<file path="src/rtl/debounce_sync_if.sv">
// Signal bundle between a bouncy-input source and the debounce/synchronizer block.
// The master drives the raw input and sample strobe; the slave returns the clean level and edge strobes.
interface debounce_sync_if;
  logic raw_in;
  logic tick;
  logic d_clean;
  logic rise_pulse;
  logic fall_pulse;
  logic busy;

  modport master (
    output raw_in,
    output tick,
    input  d_clean,
    input  rise_pulse,
    input  fall_pulse,
    input  busy
  );

  modport slave (
    input  raw_in,
    input  tick,
    output d_clean,
    output rise_pulse,
    output fall_pulse,
    output busy
  );
endinterface

</file>
<file path="src/rtl/debounce_sync.sv">
// Synchronizer chain, then a counter-qualified debounce FSM, then one-cycle edge strobes.
//   state       | meaning
//   S_LOW       | d_clean=0, input agrees with it
//   S_WAIT_HIGH | d_clean=0, counting tick-qualified 1 samples
//   S_HIGH      | d_clean=1, input agrees with it
//   S_WAIT_LOW  | d_clean=1, counting tick-qualified 0 samples
module debounce_sync #(
  parameter int SYNC_STAGES   = 2,
  parameter int STABLE_CYCLES = 8
) (
  input  logic            clk,
  input  logic            rst_n,
  debounce_sync_if.slave  dbif
);

  localparam int CNT_W = $clog2(STABLE_CYCLES + 1);
  localparam logic [CNT_W-1:0] CNT_LAST = CNT_W'(STABLE_CYCLES - 1);
  localparam logic [CNT_W-1:0] CNT_ONE  = CNT_W'(1);

  typedef enum logic [1:0] {
    S_LOW       = 2'd0,
    S_WAIT_HIGH = 2'd1,
    S_HIGH      = 2'd2,
    S_WAIT_LOW  = 2'd3
  } state_t;

  logic [SYNC_STAGES-1:0] sync_q;
  logic                   s_in;
  state_t                 state_q;
  logic [CNT_W-1:0]       cnt_q;
  logic                   d_clean_q;
  logic                   rise_q;
  logic                   fall_q;
  logic                   busy_q;

  always_ff @(posedge clk or negedge rst_n) begin
    if (!rst_n) begin
      sync_q <= '0;
    end else begin
      sync_q <= {sync_q[SYNC_STAGES-2:0], dbif.raw_in};
    end
  end

  assign s_in = sync_q[SYNC_STAGES-1];

  always_ff @(posedge clk or negedge rst_n) begin
    if (!rst_n) begin
      state_q   <= S_LOW;
      cnt_q     <= '0;
      d_clean_q <= 1'b0;
      rise_q    <= 1'b0;
      fall_q    <= 1'b0;
      busy_q    <= 1'b0;
    end else begin
      rise_q <= 1'b0;
      fall_q <= 1'b0;
      case (state_q)
        S_LOW: begin
          if (s_in && dbif.tick) begin
            // A single required sample commits straight away.
            if (STABLE_CYCLES == 1) begin
              state_q   <= S_HIGH;
              d_clean_q <= 1'b1;
              rise_q    <= 1'b1;
            end else begin
              state_q <= S_WAIT_HIGH;
              cnt_q   <= CNT_ONE;
              busy_q  <= 1'b1;
            end
          end
        end
        S_WAIT_HIGH: begin
          if (!s_in) begin
            state_q <= S_LOW;
            cnt_q   <= '0;
            busy_q  <= 1'b0;
          end else if (dbif.tick) begin
            if (cnt_q == CNT_LAST) begin
              state_q   <= S_HIGH;
              cnt_q     <= '0;
              busy_q    <= 1'b0;
              d_clean_q <= 1'b1;
              rise_q    <= 1'b1;
            end else begin
              cnt_q <= cnt_q + CNT_ONE;
            end
          end
        end
        S_HIGH: begin
          if (!s_in && dbif.tick) begin
            if (STABLE_CYCLES == 1) begin
              state_q   <= S_LOW;
              d_clean_q <= 1'b0;
              fall_q    <= 1'b1;
            end else begin
              state_q <= S_WAIT_LOW;
              cnt_q   <= CNT_ONE;
              busy_q  <= 1'b1;
            end
          end
        end
        S_WAIT_LOW: begin
          if (s_in) begin
            state_q <= S_HIGH;
            cnt_q   <= '0;
            busy_q  <= 1'b0;
          end else if (dbif.tick) begin
            if (cnt_q == CNT_LAST) begin
              state_q   <= S_LOW;
              cnt_q     <= '0;
              busy_q    <= 1'b0;
              d_clean_q <= 1'b0;
              fall_q    <= 1'b1;
            end else begin
              cnt_q <= cnt_q + CNT_ONE;
            end
          end
        end
        default: begin
          state_q <= S_LOW;
          cnt_q   <= '0;
          busy_q  <= 1'b0;
        end
      endcase
    end
  end

  assign dbif.d_clean    = d_clean_q;
  assign dbif.rise_pulse = rise_q;
  assign dbif.fall_pulse = fall_q;
  assign dbif.busy       = busy_q;

endmodule

</file>
<file path="src/flat_wrapper.sv">
// flat-port wrapper written by rule: the top's interface ports become plain ports
module debounce_sync_flat 
#(
  parameter int SYNC_STAGES   = 2,
  parameter int STABLE_CYCLES = 8
)
  (clk, rst_n, dbif_raw_in, dbif_tick, dbif_d_clean, dbif_rise_pulse, dbif_fall_pulse, dbif_busy);
  debounce_sync_if dbif_i ();
  input  logic clk;
  input  logic rst_n;
  input wire logic [$bits(dbif_i.raw_in)-1:0] dbif_raw_in;
  input wire logic [$bits(dbif_i.tick)-1:0] dbif_tick;
  output wire logic [$bits(dbif_i.d_clean)-1:0] dbif_d_clean;
  output wire logic [$bits(dbif_i.rise_pulse)-1:0] dbif_rise_pulse;
  output wire logic [$bits(dbif_i.fall_pulse)-1:0] dbif_fall_pulse;
  output wire logic [$bits(dbif_i.busy)-1:0] dbif_busy;
  assign dbif_i.raw_in = dbif_raw_in;
  assign dbif_i.tick = dbif_tick;
  assign dbif_d_clean = dbif_i.d_clean;
  assign dbif_rise_pulse = dbif_i.rise_pulse;
  assign dbif_fall_pulse = dbif_i.fall_pulse;
  assign dbif_busy = dbif_i.busy;
  debounce_sync #(.SYNC_STAGES(SYNC_STAGES), .STABLE_CYCLES(STABLE_CYCLES)) u_core (.clk(clk), .rst_n(rst_n), .dbif(dbif_i));
endmodule
</file>
<file path="config.mk">
export PLATFORM = sky130hd
export DESIGN_NAME = debounce_sync_flat
export DESIGN_NICKNAME = d
export VERILOG_FILES = /design/src/rtl/debounce_sync_if.sv /design/src/rtl/debounce_sync.sv /design/src/flat_wrapper.sv
export SDC_FILE = /design/constraint.sdc
export NUM_CORES = 1
export LEC_CHECK = 0
export ABC_AREA = 1
export CAP_MARGIN = 20
export CELL_PAD_IN_SITES_DETAIL_PLACEMENT = 1
export CELL_PAD_IN_SITES_GLOBAL_PLACEMENT = 1
export CORE_UTILIZATION = 41
export CTS_CLUSTER_DIAMETER = 60
export DETAILED_ROUTE_END_ITERATION = 10
export PLACE_DENSITY_LB_ADDON = 0.1
export SYNTH_ARGS = -nofsm -noshare
export SYNTH_HDL_FRONTEND = slang
export SYNTH_SLANG_ARGS = --single-unit
</file>
<file path="constraint.sdc">
create_clock -name clk -period 2.08 [get_ports clk]
set_input_delay 0.208 -clock clk [delete_from_list [all_inputs] [get_ports clk]]
set_output_delay 0.208 -clock clk [all_outputs]
set_load 0.01 [all_outputs]
</file>
Word-level counts from Yosys, hierarchy flattened
Cells that the tools add are included.

operators by class
  add/sub/neg operators = 1
  equal/unequal tests = 16
  multiplexer cells = 36
  reduce and logical (&&, ||, !) cells = 8

operators by type and width
  operator                                               number
  2-to-1 mux 4 bit                                       6
  2-to-1 mux 1 bit                                       18
  2-to-1 mux 2 bit                                       8
  one-hot mux 4 bit (4 select lines)                     1
  inequality test 2 x 1 -> 1 bit, second input constant  5
  one-hot mux 2 bit (4 select lines)                     1
  AND reduction 7 bit                                    1
  inequality test 2 bit, second input constant           3
  inequality test 3 bit, second input constant           2
  AND reduction 6 bit                                    1
  adder 4 x 1 -> 4 bit, second input constant            1
  == test 2 bit, second input constant                   2
  == test 4 x 3 -> 1 bit, second input constant          1
  one-hot mux 1 bit (4 select lines)                     1
  inequality test 3 x 1 -> 1 bit, second input constant  1
  inequality test 3 x 2 -> 1 bit, second input constant  1
  == test 2 x 1 -> 1 bit, second input constant          1
  logical AND 1 bit                                      2
  zero test 2 bit                                        1
  one-hot mux 1 bit (2 select lines)                     1
  AND reduction 2 bit                                    1
  nonzero test 2 bit                                     1
  zero test 1 bit                                        1

word-level totals
  register bits = 12
  output and inout bits = 4
  logic and storage cells = 68

Depth between registers and ports, before layout
  depth after elaboration = 5
  gate-level depth with buffers = 8
  depth with buffers taken out = 8

Worst setup path after synthesis
OpenSTA, ideal clock, no wires.

  path type = register to register
  start = register u_core.cnt_q[1]
  end = register (tool-made name)
  data arrival time = 0.957 ns
  required time = 1.954 ns
  slack = 0.996 ns
  cell stages (with the launch flop) = 7
  path buffers = 0
  period minus slack after synthesis = 1.084 ns
  path through = dfrtp_1 ha_1 nand4_4 inv_1 nand2_1 nand2_1 o21ai_0

RTL lines
  item                    line                  text
  start, declared         debounce_sync.sv:30   logic [CNT_W-1:0] cnt_q;
  start signal, assigned  debounce_sync.sv:85   cnt_q <= cnt_q + CNT_ONE;
  start signal, assigned  debounce_sync.sv:115  cnt_q <= cnt_q + CNT_ONE;

Worst setup path in the final report
  start = register u_core.busy_q, in the netlist u_core.dbif.busy
  end = output dbif_busy

RTL lines
  item                    line                 text
  start, declared         debounce_sync.sv:34  logic busy_q;
  start signal, assigned  debounce_sync.sv:53  busy_q <= 1'b0;
  start signal, assigned  debounce_sync.sv:68  busy_q <= 1'b1;
  start signal, assigned  debounce_sync.sv:76  busy_q <= 1'b0;
  end, declared           flat_wrapper.sv:16   output wire logic [$bits(dbif_i.busy)-1:0] dbif_busy;

No word-level cell between the ends.

==> flow_metrics.tcl <==
set metrics [dict create \
    cts.clk_slew.worst_paths_ns 0.07 \
    endpoint_kind "output pin" \
    row_count 13 \
    post_cts_buffers 0 \
    setup_viol 0 \
    worstPathArrival_ns 1.17 \
    syn_area_um2 646 \
    yosys.area.top_type "dfrtp_1" \
    final-hold-violation-count 0 \
    route.detailed.drc 0 \
    worstSetupPathType "reg -> out" \
    pwr-share-clk_pct 28.4 \
    hp-class "in -> async" \
    sequentialPowerShare_pct 53.3 \
    p_sw_share_pct 30.0 \
    postSynthAreaPerCell_um2 7.87 \
    yosys_warnings 0 \
    tns_ns 0 \
    antenna_found_initial 0 \
    core_mm2 0.00138 \
    fillers 182 \
    chipWidth_um 41.7 \
    p_int_uw 354 \
    slowest_stage "clkdlybuf4s50_1" \
    ios 8 \
    syn_to_final_growth_pct 13.8 \
    dr.first_iter.drc_count 6 \
    p_sw_uw 151 \
    die_h_um 41.7 \
    cts_resized 0 \
    totalWireLength_mm 1.43 \
    synth_seq_area_share_pct 46.5 \
    peakVddDrop_uv 367 \
    rsz0062_at_grt "no" \
    fin_crit_sh_pct 66.5 \
    synth.net_count 87 \
    worstPathRequired_ns 1.87 \
    path_buf_inv 1 \
    post-dp-hpwl_mm 1.11 \
    cts_root_buf "clkbuf_4" \
    worst-path-max-fanout 2 \
    timing.fmax_mhz 723 \
    hold_buffers 0 \
    grtUsageTotal_pct 19.6 \
    outcome "finished clean" \
    max_cap_viol_count 0 \
    syn_inst 82 \
    nets 97 \
    clock_path_buffers 2 \
    worst_pin_slew_ns 0.567 \
    yosys_register_bits 12 \
    wl_per_cell_um 13.6 \
    total_leakage_power_nw 0.378 \
    start_util_pct 46.7 \
    cp-start-kind "flip-flop" \
    critical_path.cell_chain "clkdlybuf4s50_1" \
    final_antenna_net_count 0 \
    synth_area_leaders "dfrtp_1, nand2_1, inv_1, nand2_2, nand3_1" \
    cts.sinks 12 \
    gp_congestion 0.754 \
    die_area_mm2 0.00174 \
    first_global_vias 547 \
    num_antenna_cells 0 \
    final_util_pct 53.1 \
    synth.distinct_cells 16 \
    clk_latency_ns 0.28 \
    grt_pass1_wl_mm 2.49 \
    cts_tree "built" \
    htree_levels 1 \
    finalCriticalPeriod_ns 1.38 \
    io_buffers 7 \
    grt_overflow 0 \
    vias_per_cell 5.17 \
    p_comb_share_pct 18.3 \
    relSlewSlack_pct 62.1 \
    drv_slew 0 \
    first_pass_iters 4 \
    numCtsBuffers 3 \
    synth_top_area_share_pct 46.5 \
    drive_above_1_share_pct 13.3 \
    crit_path_max_incr_delay_ns 0.54 \
    vias 543 \
    worst_clock_skew_ns 0.00140 \
    grt_max_degree 13 \
    cellPowerDensity_mw_per_mm2 688 \
    crit_family "buffers and inverters" \
]
## cells in the final DEF (no fill, tap or decap)
| cell | Yosys | layout |
|---|---|---|
| a21oi_1 | 4 | 4 |
| clkbuf_4 | 0 | 3 |
| clkdlybuf4s50_1 | 0 | 7 |
| dfrtp_1 | 12 | 12 |
| ha_1 | 1 | 1 |
| inv_1 | 8 | 8 |
| inv_2 | 2 | 2 |
| nand2_1 | 30 | 30 |
| nand2_2 | 4 | 4 |
| nand3_1 | 5 | 5 |
| nand4_1 | 3 | 3 |
| nand4_4 | 1 | 1 |
| nor2_1 | 6 | 6 |
| nor2_2 | 1 | 1 |
| nor2_4 | 1 | 1 |
| o21ai_0 | 1 | 1 |
| o21ai_1 | 1 | 1 |
## registers in the layout, summed over array words and instances, names as in the netlist, named ones only
register	count
u_core.dbif.d_clean	1
u_core.cnt_q	4
u_core.state_q	1
u_core.sync_q	2
u_core.dbif.rise_pulse	1
u_core.dbif.busy	1
u_core.dbif.fall_pulse	1
## Yosys cell counts
cell type and n:
inv_2 2, nand2_2 4, inv_1 8, o21ai_1 1
buf_6 2, nand4_4 1, nand2_1 30, nor2_1 6
o21ai_0 1, nand3_1 5, dfrtp_1 12, ha_1 1
nor2_4 1, a21oi_1 4, nand4_1 3, nor2_2 1
## kinds of logic (layout without fill, tap and decap cells)
| group | Yosys count | count (layout) | synth area share [%] |
|---|---|---|---|
| and+or+nand+nor | 51 | 51 | 37.6 |
| DFF | 12 | 12 | 46.5 |
| buffers and inverters | 12 | 20 | 9.30 |
| AOI/OAI and AO/OA | 6 | 6 | 4.65 |
| adders and majority gates | 1 | 1 | 1.94 |
## cell type report
cell class,count,area (µm²),share of cell area (%)
inverter,10,37.5,5.11
timing repair buffer,7,70.1,9.54
sequential,12,300,40.9
tap,15,18.8,2.56
multi-input combinational,58,285,38.8
clock buffer,3,22.5,3.07
## worst paths after layout
kind / start / endpoint / slack (ns) / cells after the start
max: u_core.dbif.busy / dbif_busy / 0.70 / 1
min: rst_n / asynchronous set/reset pin / 0.29 / 1
max reg2reg: u_core.cnt_q[1] / flip-flop / 0.79 / 6
min reg2reg: u_core.sync_q[0] / u_core.sync_q[1] / 0.36 / 0
max in group asynchronous: rst_n / u_core.dbif.busy / 1.42 / 1
min in group clk: u_core.sync_q[0] / u_core.sync_q[1] / 0.36 / 0
## layer usage
metal / up-vias / routed length, µm / track usage [%]
met5: - / 0 / 0
met4: 0 / 44 / 11.6
met3: 5 / 39 / 3.91
met2: 12 / 660 / 30.6
met1: 254 / 688 / 24.8
li1: 272 / - / -
## stage by stage
| stage | instances | power [mW] | hold slack [ns] | cell area [µm²] | worst slack [ns] |
|---|---|---|---|---|---|
| floorplan | 82 | 0.335 | -0.0876 | 646 | 0.996 |
| global placement | 102 | 0.360 | 0.333 | 712 | 0.526 |
| detailed placement | 102 | 0.368 | 0.343 | 712 | 0.468 |
| CTS | 105 | 0.513 | 0.305 | 734 | 0.676 |
| global route | 105 | 0.539 | 0.341 | 734 | 0.641 |
| finish | 105 | 0.505 | 0.291 | 734 | 0.697 |
## power by group through the flow
stage          clock (mW)  sequential (mW)  combinational [mW]
6_report            0.143            0.269              0.0924
5_1_grt             0.160            0.272               0.106
4_1_cts             0.149            0.270              0.0942
3_5_place_dp            0            0.274              0.0935
3_3_place_gp            0            0.273              0.0874
2_1_floorplan           0            0.268              0.0677
Power figures use the tool's default switching activity.
